===== src/rtl/toothless_pkg.sv =====
// Shared types and defaults for the register-file writeback arbiter.
// Contents: writeback source enum, writeback request payload struct,
// default address/data widths and the default ALU starvation limit.
package toothless_pkg;

    localparam int unsigned RF_ADDR_W_DEF    = 5;
    localparam int unsigned RF_DATA_W_DEF    = 32;
    localparam int unsigned STARVE_LIMIT_DEF = 4;

    // Which requester owns the write port this cycle.
    typedef enum logic [1:0] {
        WB_NONE = 2'd0,
        WB_ALU  = 2'd1,
        WB_LSU  = 2'd2
    } wb_src_e;

    // Writeback payload at the default widths.
    typedef struct packed {
        logic [RF_ADDR_W_DEF-1:0] waddr;
        logic [RF_DATA_W_DEF-1:0] wdata;
    } wb_req_t;

endpackage


===== src/rtl/regfile_wb_arbiter_if.sv =====
// Writeback/read bundle between the execute/memory stages, the arbiter and
// the register file.
//   alu_*   : ALU writeback request (valid/ready handshake, addr, data)
//   lsu_*   : LSU writeback request (valid/ready handshake, addr, data)
//   rf_*_o  : register file write port driven by the arbiter
//   raddr_* / rf_rdata_* / rdata_* : decode read ports, raw and bypassed
// Modports: slave = arbiter view, master = requester/regfile/decode view.
interface regfile_wb_arbiter_if
    import toothless_pkg::*;
#(
    parameter int unsigned ADDR_WIDTH = RF_ADDR_W_DEF,
    parameter int unsigned DATA_WIDTH = RF_DATA_W_DEF
);

    logic                  alu_valid_i;
    logic                  alu_ready_o;
    logic [ADDR_WIDTH-1:0] alu_waddr_i;
    logic [DATA_WIDTH-1:0] alu_wdata_i;

    logic                  lsu_valid_i;
    logic                  lsu_ready_o;
    logic [ADDR_WIDTH-1:0] lsu_waddr_i;
    logic [DATA_WIDTH-1:0] lsu_wdata_i;

    logic                  rf_we_o;
    logic [ADDR_WIDTH-1:0] rf_waddr_o;
    logic [DATA_WIDTH-1:0] rf_wdata_o;

    logic [ADDR_WIDTH-1:0] raddr_a_i;
    logic [ADDR_WIDTH-1:0] raddr_b_i;
    logic [DATA_WIDTH-1:0] rf_rdata_a_i;
    logic [DATA_WIDTH-1:0] rf_rdata_b_i;
    logic [DATA_WIDTH-1:0] rdata_a_o;
    logic [DATA_WIDTH-1:0] rdata_b_o;

    modport slave (
        input  alu_valid_i, alu_waddr_i, alu_wdata_i,
        output alu_ready_o,
        input  lsu_valid_i, lsu_waddr_i, lsu_wdata_i,
        output lsu_ready_o,
        output rf_we_o, rf_waddr_o, rf_wdata_o,
        input  raddr_a_i, raddr_b_i, rf_rdata_a_i, rf_rdata_b_i,
        output rdata_a_o, rdata_b_o
    );

    modport master (
        output alu_valid_i, alu_waddr_i, alu_wdata_i,
        input  alu_ready_o,
        output lsu_valid_i, lsu_waddr_i, lsu_wdata_i,
        input  lsu_ready_o,
        input  rf_we_o, rf_waddr_o, rf_wdata_o,
        output raddr_a_i, raddr_b_i, rf_rdata_a_i, rf_rdata_b_i,
        input  rdata_a_o, rdata_b_o
    );

endinterface


===== src/rtl/regfile_wb_arbiter_rf_bypass_mux.sv =====
// Read-port bypass: returns the in-flight write data when the pending write
// targets the register being read (x0 is never bypassed), else the raw
// register file data. Only built when TOOTHLESS_WB_BYPASS_EN is defined.
// Ports: rf_we_i/rf_waddr_i/rf_wdata_i (pending write), raddr_i, rf_rdata_i
// (raw read), rdata_o (resolved read data, combinational).
`ifdef TOOTHLESS_WB_BYPASS_EN
module rf_bypass_mux #(
    parameter int unsigned ADDR_WIDTH = 5,
    parameter int unsigned DATA_WIDTH = 32
) (
    input  logic                  rf_we_i,
    input  logic [ADDR_WIDTH-1:0] rf_waddr_i,
    input  logic [DATA_WIDTH-1:0] rf_wdata_i,
    input  logic [ADDR_WIDTH-1:0] raddr_i,
    input  logic [DATA_WIDTH-1:0] rf_rdata_i,
    output logic [DATA_WIDTH-1:0] rdata_o
);

    logic hit;

    always_comb begin
        hit     = rf_we_i && (rf_waddr_i == raddr_i) && (raddr_i != '0);
        rdata_o = hit ? rf_wdata_i : rf_rdata_i;
    end

endmodule
`endif


===== src/rtl/regfile_wb_arbiter.sv =====
// Register file writeback arbiter. Shares the single write port between the
// ALU and the LSU: LSU has fixed priority, a starvation counter force-grants
// the ALU after STARVE_LIMIT consecutive stalled cycles. The granted write is
// registered onto the rf_* write port one cycle after acceptance; writes to
// x0 are accepted but never enable the write port.
// Ports: clk, rst_n (synchronous, active-low), bus (regfile_wb_arbiter_if
// slave modport: ALU/LSU handshakes, write port, read ports).
// Config: define TOOTHLESS_WB_BYPASS_EN to forward the in-flight write to
// both read ports; otherwise read data passes through unchanged.
module regfile_wb_arbiter
    import toothless_pkg::*;
#(
    parameter int unsigned ADDR_WIDTH   = RF_ADDR_W_DEF,
    parameter int unsigned DATA_WIDTH   = RF_DATA_W_DEF,
    parameter int unsigned STARVE_LIMIT = STARVE_LIMIT_DEF
) (
    input  logic              clk,
    input  logic              rst_n,
    regfile_wb_arbiter_if.slave bus
);

    localparam int unsigned CNT_W = $clog2(STARVE_LIMIT + 1);

    wb_src_e               grant;
    logic                  starve_at_limit;

    logic [CNT_W-1:0]      starve_cnt_d,  starve_cnt_q;
    logic                  rf_we_d,       rf_we_q;
    logic [ADDR_WIDTH-1:0] rf_waddr_d,    rf_waddr_q;
    logic [DATA_WIDTH-1:0] rf_wdata_d,    rf_wdata_q;

    // Fixed-priority grant with ALU force-grant once it has waited long enough.
    always_comb begin
        grant           = WB_NONE;
        starve_at_limit = (starve_cnt_q == CNT_W'(STARVE_LIMIT));
        if (bus.alu_valid_i && bus.lsu_valid_i) begin
            grant = starve_at_limit ? WB_ALU : WB_LSU;
        end else if (bus.alu_valid_i) begin
            grant = WB_ALU;
        end else if (bus.lsu_valid_i) begin
            grant = WB_LSU;
        end
    end

    // Ready mirrors the grant and is forced low while reset is asserted.
    assign bus.alu_ready_o = rst_n && (grant == WB_ALU);
    assign bus.lsu_ready_o = rst_n && (grant == WB_LSU);

    // Next-state for the starvation counter and the write-port register.
    always_comb begin
        starve_cnt_d = '0;
        rf_we_d      = 1'b0;
        rf_waddr_d   = rf_waddr_q;
        rf_wdata_d   = rf_wdata_q;

        if (bus.alu_valid_i && (grant != WB_ALU)) begin
            starve_cnt_d = starve_at_limit ? starve_cnt_q
                                           : starve_cnt_q + CNT_W'(1);
        end

        unique case (grant)
            WB_ALU: begin
                rf_waddr_d = bus.alu_waddr_i;
                rf_wdata_d = bus.alu_wdata_i;
                rf_we_d    = (bus.alu_waddr_i != '0);
            end
            WB_LSU: begin
                rf_waddr_d = bus.lsu_waddr_i;
                rf_wdata_d = bus.lsu_wdata_i;
                rf_we_d    = (bus.lsu_waddr_i != '0);
            end
            default: ;
        endcase
    end

    // State register; synchronous reset cancels any pending write.
    always_ff @(posedge clk) begin
        if (!rst_n) begin
            starve_cnt_q <= '0;
            rf_we_q      <= 1'b0;
            rf_waddr_q   <= '0;
            rf_wdata_q   <= '0;
        end else begin
            starve_cnt_q <= starve_cnt_d;
            rf_we_q      <= rf_we_d;
            rf_waddr_q   <= rf_waddr_d;
            rf_wdata_q   <= rf_wdata_d;
        end
    end

    assign bus.rf_we_o    = rf_we_q;
    assign bus.rf_waddr_o = rf_waddr_q;
    assign bus.rf_wdata_o = rf_wdata_q;

`ifdef TOOTHLESS_WB_BYPASS_EN
    // Forward the in-flight write so decode sees it in the same cycle.
    rf_bypass_mux #(
        .ADDR_WIDTH (ADDR_WIDTH),
        .DATA_WIDTH (DATA_WIDTH)
    ) u_bypass_a (
        .rf_we_i    (rf_we_q),
        .rf_waddr_i (rf_waddr_q),
        .rf_wdata_i (rf_wdata_q),
        .raddr_i    (bus.raddr_a_i),
        .rf_rdata_i (bus.rf_rdata_a_i),
        .rdata_o    (bus.rdata_a_o)
    );

    rf_bypass_mux #(
        .ADDR_WIDTH (ADDR_WIDTH),
        .DATA_WIDTH (DATA_WIDTH)
    ) u_bypass_b (
        .rf_we_i    (rf_we_q),
        .rf_waddr_i (rf_waddr_q),
        .rf_wdata_i (rf_wdata_q),
        .raddr_i    (bus.raddr_b_i),
        .rf_rdata_i (bus.rf_rdata_b_i),
        .rdata_o    (bus.rdata_b_o)
    );
`else
    // Straight pass-through; read addresses are not needed here.
    logic unused_raddr;
    assign unused_raddr  = ^{bus.raddr_a_i, bus.raddr_b_i};
    assign bus.rdata_a_o = bus.rf_rdata_a_i;
    assign bus.rdata_b_o = bus.rf_rdata_b_i;
`endif

endmodule


===== src/flat_wrapper.sv =====
// flat-port wrapper written by rule: the top's interface ports become plain ports
module regfile_wb_arbiter_flat import toothless_pkg::*;
#(
    parameter int unsigned ADDR_WIDTH   = RF_ADDR_W_DEF,
    parameter int unsigned DATA_WIDTH   = RF_DATA_W_DEF,
    parameter int unsigned STARVE_LIMIT = STARVE_LIMIT_DEF
)
  (clk, rst_n, bus_alu_valid_i, bus_alu_waddr_i, bus_alu_wdata_i, bus_alu_ready_o, bus_lsu_valid_i, bus_lsu_waddr_i, bus_lsu_wdata_i, bus_lsu_ready_o, bus_rf_we_o, bus_rf_waddr_o, bus_rf_wdata_o, bus_raddr_a_i, bus_raddr_b_i, bus_rf_rdata_a_i, bus_rf_rdata_b_i, bus_rdata_a_o, bus_rdata_b_o);
  regfile_wb_arbiter_if #(.ADDR_WIDTH(ADDR_WIDTH), .DATA_WIDTH(DATA_WIDTH)) bus_i ();
  input  logic clk;
  input  logic rst_n;
  input wire logic [$bits(bus_i.alu_valid_i)-1:0] bus_alu_valid_i;
  input wire logic [$bits(bus_i.alu_waddr_i)-1:0] bus_alu_waddr_i;
  input wire logic [$bits(bus_i.alu_wdata_i)-1:0] bus_alu_wdata_i;
  output wire logic [$bits(bus_i.alu_ready_o)-1:0] bus_alu_ready_o;
  input wire logic [$bits(bus_i.lsu_valid_i)-1:0] bus_lsu_valid_i;
  input wire logic [$bits(bus_i.lsu_waddr_i)-1:0] bus_lsu_waddr_i;
  input wire logic [$bits(bus_i.lsu_wdata_i)-1:0] bus_lsu_wdata_i;
  output wire logic [$bits(bus_i.lsu_ready_o)-1:0] bus_lsu_ready_o;
  output wire logic [$bits(bus_i.rf_we_o)-1:0] bus_rf_we_o;
  output wire logic [$bits(bus_i.rf_waddr_o)-1:0] bus_rf_waddr_o;
  output wire logic [$bits(bus_i.rf_wdata_o)-1:0] bus_rf_wdata_o;
  input wire logic [$bits(bus_i.raddr_a_i)-1:0] bus_raddr_a_i;
  input wire logic [$bits(bus_i.raddr_b_i)-1:0] bus_raddr_b_i;
  input wire logic [$bits(bus_i.rf_rdata_a_i)-1:0] bus_rf_rdata_a_i;
  input wire logic [$bits(bus_i.rf_rdata_b_i)-1:0] bus_rf_rdata_b_i;
  output wire logic [$bits(bus_i.rdata_a_o)-1:0] bus_rdata_a_o;
  output wire logic [$bits(bus_i.rdata_b_o)-1:0] bus_rdata_b_o;
  assign bus_i.alu_valid_i = bus_alu_valid_i;
  assign bus_i.alu_waddr_i = bus_alu_waddr_i;
  assign bus_i.alu_wdata_i = bus_alu_wdata_i;
  assign bus_alu_ready_o = bus_i.alu_ready_o;
  assign bus_i.lsu_valid_i = bus_lsu_valid_i;
  assign bus_i.lsu_waddr_i = bus_lsu_waddr_i;
  assign bus_i.lsu_wdata_i = bus_lsu_wdata_i;
  assign bus_lsu_ready_o = bus_i.lsu_ready_o;
  assign bus_rf_we_o = bus_i.rf_we_o;
  assign bus_rf_waddr_o = bus_i.rf_waddr_o;
  assign bus_rf_wdata_o = bus_i.rf_wdata_o;
  assign bus_i.raddr_a_i = bus_raddr_a_i;
  assign bus_i.raddr_b_i = bus_raddr_b_i;
  assign bus_i.rf_rdata_a_i = bus_rf_rdata_a_i;
  assign bus_i.rf_rdata_b_i = bus_rf_rdata_b_i;
  assign bus_rdata_a_o = bus_i.rdata_a_o;
  assign bus_rdata_b_o = bus_i.rdata_b_o;
  regfile_wb_arbiter #(.ADDR_WIDTH(ADDR_WIDTH), .DATA_WIDTH(DATA_WIDTH), .STARVE_LIMIT(STARVE_LIMIT)) u_core (.clk(clk), .rst_n(rst_n), .bus(bus_i));
endmodule

===== config.mk =====
export PLATFORM = sky130hd
export DESIGN_NAME = regfile_wb_arbiter_flat
export DESIGN_NICKNAME = d
export VERILOG_FILES = /design/src/rtl/toothless_pkg.sv /design/src/rtl/regfile_wb_arbiter_if.sv /design/src/rtl/regfile_wb_arbiter_rf_bypass_mux.sv /design/src/rtl/regfile_wb_arbiter.sv /design/src/flat_wrapper.sv
export SDC_FILE = /design/constraint.sdc
export NUM_CORES = 1
export LEC_CHECK = 0
export CORE_AREA = 2 2 100 102
export DETAILED_ROUTE_END_ITERATION = 6
export DIE_AREA = 0 0 102 104
export GPL_TIMING_DRIVEN = 0
export HOLD_SLACK_MARGIN = 0.15
export PLACE_DENSITY_LB_ADDON = 0.2
export SLEW_MARGIN = 20
export SYNTH_ARGS = -nofsm -noshare
export SYNTH_HDL_FRONTEND = slang
export SYNTH_SLANG_ARGS = --single-unit

===== constraint.sdc =====
create_clock -name clk -period 1.8 [get_ports clk]
set_input_delay 0.27 -clock clk [delete_from_list [all_inputs] [get_ports clk]]
set_output_delay 0.27 -clock clk [all_outputs]
set_load 0.005 [all_outputs]

# ---- After elaboration in Yosys (flattened, before gate mapping)
# Index checks and enable logic that the tools add are counted.
dict set report word_totals {
  regBits 41
  latch_bits 0
  ramBits 0
  romBits 0
  input_bits 152
  wordCells 24
  mem_count 0
}
dict set report classes {
  add_sub_neg 1
  n_mul 0
  div 0
  magnitude_cmp 0
  n_eq_ne 4
  shift 0
  mux 7
  bitwise 0
  n_reduce_logical 8
}
# operator n
set ops {}
lappend ops {{32-bit case mux with 2 select lines} 1}
lappend ops {{5-bit case mux with 2 select lines} 1}
lappend ops {{5-bit nonzero test} 2}
lappend ops {{2-bit two-way mux} 4}
lappend ops {{1-bit logical AND} 4}
lappend ops {{3-bit by 1-bit adder with 3-bit output, second input constant} 1}
lappend ops {{3-bit == test, second input constant} 1}
lappend ops {{2-bit by 1-bit == test with 1-bit output, second input constant} 1}
lappend ops {{2-bit == test, second input constant} 1}
lappend ops {{2-bit by 1-bit inequality test with 1-bit output, second input constant} 1}
lappend ops {{1-bit case mux with 2 select lines} 1}
lappend ops {{2-bit AND reduction} 1}
lappend ops {{2-bit nonzero test} 1}

# ---- Depth between registers and ports, before layout
dict set report logic_depth {
  ltp_word 6
  depth_mapped 7
  ltp_nobuf 5
}

# ---- Least setup slack after synthesis
# Ideal clock, no wire load.
dict set report synth_path {
  kind {register to register}
  from {reg u_core.starve_cnt_q[0]}
  to {reg u_core.rf_waddr_q[0], in the netlist u_core.bus.rf_waddr_o[0]}
  setup_ns 0.122
  arrival_time_ns 1.516
  required_ns 1.678
  slack_ns 0.163
  path_stages_with_launch 8
  n_path_buf 2
  synth_period_minus_slack_ns 1.637
  cell_sequence {dfxtp_1 > inv_1 > ha_1 > a21bo_1 > and3_4 > buf_6 > buf_2 > a221o_1}
}
dict set report synth_via {
  elab_chain_cells 5
}
# item line_no
set synth_rtl {}
lappend synth_rtl {{start: declaration} regfile_wb_arbiter.sv:27} ;# logic [CNT_W-1:0] starve_cnt_d, starve_cnt_q;
lappend synth_rtl {{start signal: assignment} regfile_wb_arbiter.sv:84} ;# starve_cnt_q <= starve_cnt_d;
lappend synth_rtl {{3-bit == test (*)} regfile_wb_arbiter.sv:35} ;# starve_at_limit = (starve_cnt_q == CNT_W'(STARVE_LIMIT));
lappend synth_rtl {{2-bit two-way mux (*)} regfile_wb_arbiter.sv:37} ;# grant = starve_at_limit ? WB_ALU : WB_LSU;
lappend synth_rtl {{2-bit two-way mux (*)} regfile_wb_arbiter.sv:36} ;# if (bus.alu_valid_i && bus.lsu_valid_i) begin
lappend synth_rtl {{2-bit == test / 2-bit by 1-bit == test with 1-bit output (equally long branches)} regfile_wb_arbiter.sv:61} ;# unique case (grant)
lappend synth_rtl {{5-bit case mux with 2 select lines / 2-bit nonzero test (equally long branches)} --}
lappend synth_rtl {{end signal: assignment} regfile_wb_arbiter.sv:86} ;# rf_waddr_q <= rf_waddr_d;
lappend synth_rtl {{end: declaration} regfile_wb_arbiter.sv:29} ;# logic [ADDR_WIDTH-1:0] rf_waddr_d, rf_waddr_q;
# Every way passes the cells marked *; elsewhere a longest branch is shown, timed or not.
# A chain may end at the register's enable or synchronous reset.

# ---- Worst setup path after layout
dict set report layout_path {
  from {reg u_core.starve_cnt_q[0]}
  to {out bus_alu_ready_o}
}
dict set report layout_via {
  elab_chain_cells 5
}
# item line_no
set layout_rtl {}
lappend layout_rtl {{3-bit == test} regfile_wb_arbiter.sv:35}
lappend layout_rtl {{2-bit two-way mux} regfile_wb_arbiter.sv:37}
lappend layout_rtl {{2-bit two-way mux} regfile_wb_arbiter.sv:36}
lappend layout_rtl {{2-bit by 1-bit == test with 1-bit output} regfile_wb_arbiter.sv:46} ;# assign bus.alu_ready_o = rst_n && (grant == WB_ALU);
lappend layout_rtl {{1-bit logical AND} regfile_wb_arbiter.sv:46}
lappend layout_rtl {{end: declaration} flat_wrapper.sv:15} ;# output wire logic [$bits(bus_i.alu_ready_o)-1:0] bus_alu_ready_o;
# Every way passes these cells.

==> metrics.csv <==
metric,value,unit
netlist_instances,211,
drc,0,
cp_max_fo,10,
synth_nets,365,
worst_ep_arrival_time,1.50,ns
hold_viol_final,0,
clock-sinks,41,
rows,36,
syn_area,2115,um^2
path_class,reg2out,
cp-start-kind,flop,
worst_setup_path_end_kind,output pin,
dp_hpwl,6.059,mm
r2r-start,u_core.starve_cnt_q[0]$_SDFFE_PN0P_,
wirelength,7.688,mm
antenna_found_initial,0,
p_per_area,572.2,nW/um^2
leakagePower,1.789,nW
ys_seq_elements,41,
numCtsBuffers,5,
yosysWarnings,0,
die_w,102,um
post-route-min-period,1.767,ns
regToRegSetupSlack,0.08,ns
whs_endpoint,u_core.bus.rf_we_o$_SDFF_PN0_,
worstPathRequired,1.53,ns
synth_top_area_frac,0.3882,
outcome,"finished, final reports clean",
final_util,0.4514,
holdBufCountCts,0,
die_h,104,um
dieArea,10610,um^2
yosysSeqAreaShare,0.3882,
min_path_cells,3,
drtIter0Drc,45,
core,9549,um^2
final_area,4310,um^2
drv_slew,0,
grt_pass1_wl,11.21,mm
synthDistinctLibCells,21,
maxCapViolations,0,
final_layout_size_suffix_gt1_frac,0.2370,
viasPerCell,4.121,
layout.nets,559,
place.gp.congestion,0.7120,
io_buffer_count,181,
rsz0062_at_grt,yes,
htree_levels,2,
placedInstanceArea,4093,um^2
synth_area_leaders,"dfxtp_1 39%, buf_4 23%, a221o_1 18%",
peakVddDrop,0.4139,mV
max_slew.worst_pin.slew,0.3554,ns
clock-root-buffer,clkbuf_8,
hold_start,bus_lsu_valid_i,
pin_count,256,
grt_max_degree,13,
grt-ovfl-total,0,
cts.clk_slew.worst_paths,0.09,ns
cts_buffer_depth,2,
min_path_type,in2reg,
initial_core_util,0.2214,
drtAntennaViolNets,0,
diodes,0,
nFillCells,941,
power,0.002467,W
synth_area_per_cell,10.02,um^2
maxSlewHeadroom,0.7631,
finalCritPeriodShare,0.9818,
finalNonFillerCells,538,
rr_endpoint,u_core.bus.rf_wdata_o[31]$_SDFFE_PN0P_,
area.growth.synth_to_final,103.8,%
wire_per_inst,14.29,um
clk_latency,0.29,ns
cts_tree,yes,
synth_area_leader_cell,dfxtp_1,
vias,2217,
grt_pass1_vias,2253,
finClkSkew,0.009623,ns
dr.pass1.iters,4,
fmax,565.8,MHz
grt_use_total,0.1344,
reg2reg_depth,7,
placed_cells,525,
setup_violations,0,
[final cells by class]
type | instances | area [um^2] | area share
repair buffers | 187 | 1862 | 0.4319
inverters | 2 | 7.507 | 0.001742
multi-input cells | 93 | 779.5 | 0.1808
clock buffers | 5 | 68.82 | 0.01597
flip-flops and latches | 41 | 823.3 | 0.1910
plain buffers | 75 | 568.0 | 0.1318
clock inverters | 2 | 35.03 | 0.008128
well taps | 133 | 166.4 | 0.03861
[cells by family (layout without fill, tap and decap cells)]
kind of cell	count (synthesis)	in the layout	synth area share
buffers and inverters	77	271	0.2568
and+or+nand+nor	49	49	0.1479
AOI/OAI and AO/OA	41	41	0.1905
DFF	41	41	0.3882
adders and majority gates	2	2	0.01183
muxes	1	1	0.004734
[worst max path at each step]
stage	slack, ns	to	startpoint	cells after the start
global route	-0.05	bus_alu_ready_o	u_core.starve_cnt_q[0]$_SDFFE_PN0P_	6
global placement	-0.69	bus_alu_ready_o	bus_lsu_valid_i	5
finish	0.03	bus_alu_ready_o	u_core.starve_cnt_q[0]$_SDFFE_PN0P_	6
floorplan	0.16	u_core.bus.rf_waddr_o[0]$_SDFFE_PN0P_	u_core.starve_cnt_q[0]$_SDFFE_PN0P_	7
CTS	-0.08	bus_alu_ready_o	u_core.starve_cnt_q[1]$_SDFFE_PN0P_	6
detailed placement	-0.71	bus_alu_ready_o	bus_lsu_valid_i	5
[cells in the final DEF (no fill, tap or decap), types with 2 or more instances in the layout]
cell type	n
dfxtp_1	39
dlygate4sd2_1	2
dfxtp_2	2
and3_4	2
clkbuf_8	6
and2_1	38
clkdlybuf4s50_1	177
nor2_1	2
clkbuf_2	2
buf_2	5
buf_4	69
or4_1	2
o211ai_1	2
clkbuf_1	2
a221o_1	37
inv_2	2
[registers in the layout, summed over array words and instances, names as in the netlist]
signal,cells
u_core.bus.rf_wdata_o,32
u_core.bus.rf_waddr_o,5
u_core.starve_cnt_q,3
u_core.bus.rf_we_o,1
[where the power goes]
part	total (W)	switching, W	internal, W
Combinational	0.000724	0.000188	0.000536
Sequential	0.000999	0.0000275	0.000971
Clock	0.000744	0.000340	0.000404
[critical path: stages, from the launching register on]
cell and delay (ns):
dfxtp_2 0.34, inv_2 0.05, ha_4 0.16, a21bo_1 0.18, and3_4 0.20, clkbuf_16 0.16, clkbuf_2 0.11
[cells in the mapped netlist]
cell type   n
mux2i_1     1
nor2_1      2
nor3b_1     1
buf_4      64
o211ai_1    2
and3_1      1
a21boi_0    1
nand3_1     2
clkbuf_1    5
buf_6       1
nor3b_2     1
and3_4      1
dfxtp_1    41
inv_1       2
buf_2       5
a221o_1    37
ha_1        2
a21bo_1     1
or4_1       2
nor3_1      1
and2_1     38
[layer usage]
layer	vias up	part of all wire	GRT usage
li1	1077	-	-
met1	990	0.38	0.1461
met2	146	0.50	0.2472
met3	4	0.11	0.04368
met4	0	0.0068	0.03238
met5	-	0	0
[timing repair]
| item | in CTS | in global routing |
|---|---|---|
| setup buffers | 4 | 2 |
| gates resized for setup | 17 | 8 |
| pin swaps | 2 | 1 |
| setup endpoints to repair | 32 | 32 |
[stage by stage]
stage | setup TNS [ns] | setup slack [ns] | hold slack, ns
detailed placement | -12.17 | -0.7103 | 0.4461
CTS | -0.1471 | -0.08145 | 0.4950
global placement | -12.54 | -0.6898 | 0.4441
finish | 0 | 0.03274 | 0.5185
global route | -0.06521 | -0.05233 | 0.5270
floorplan | 0 | 0.1627 | 0.4078
Note: power is estimated with default switching activity, not from simulation.
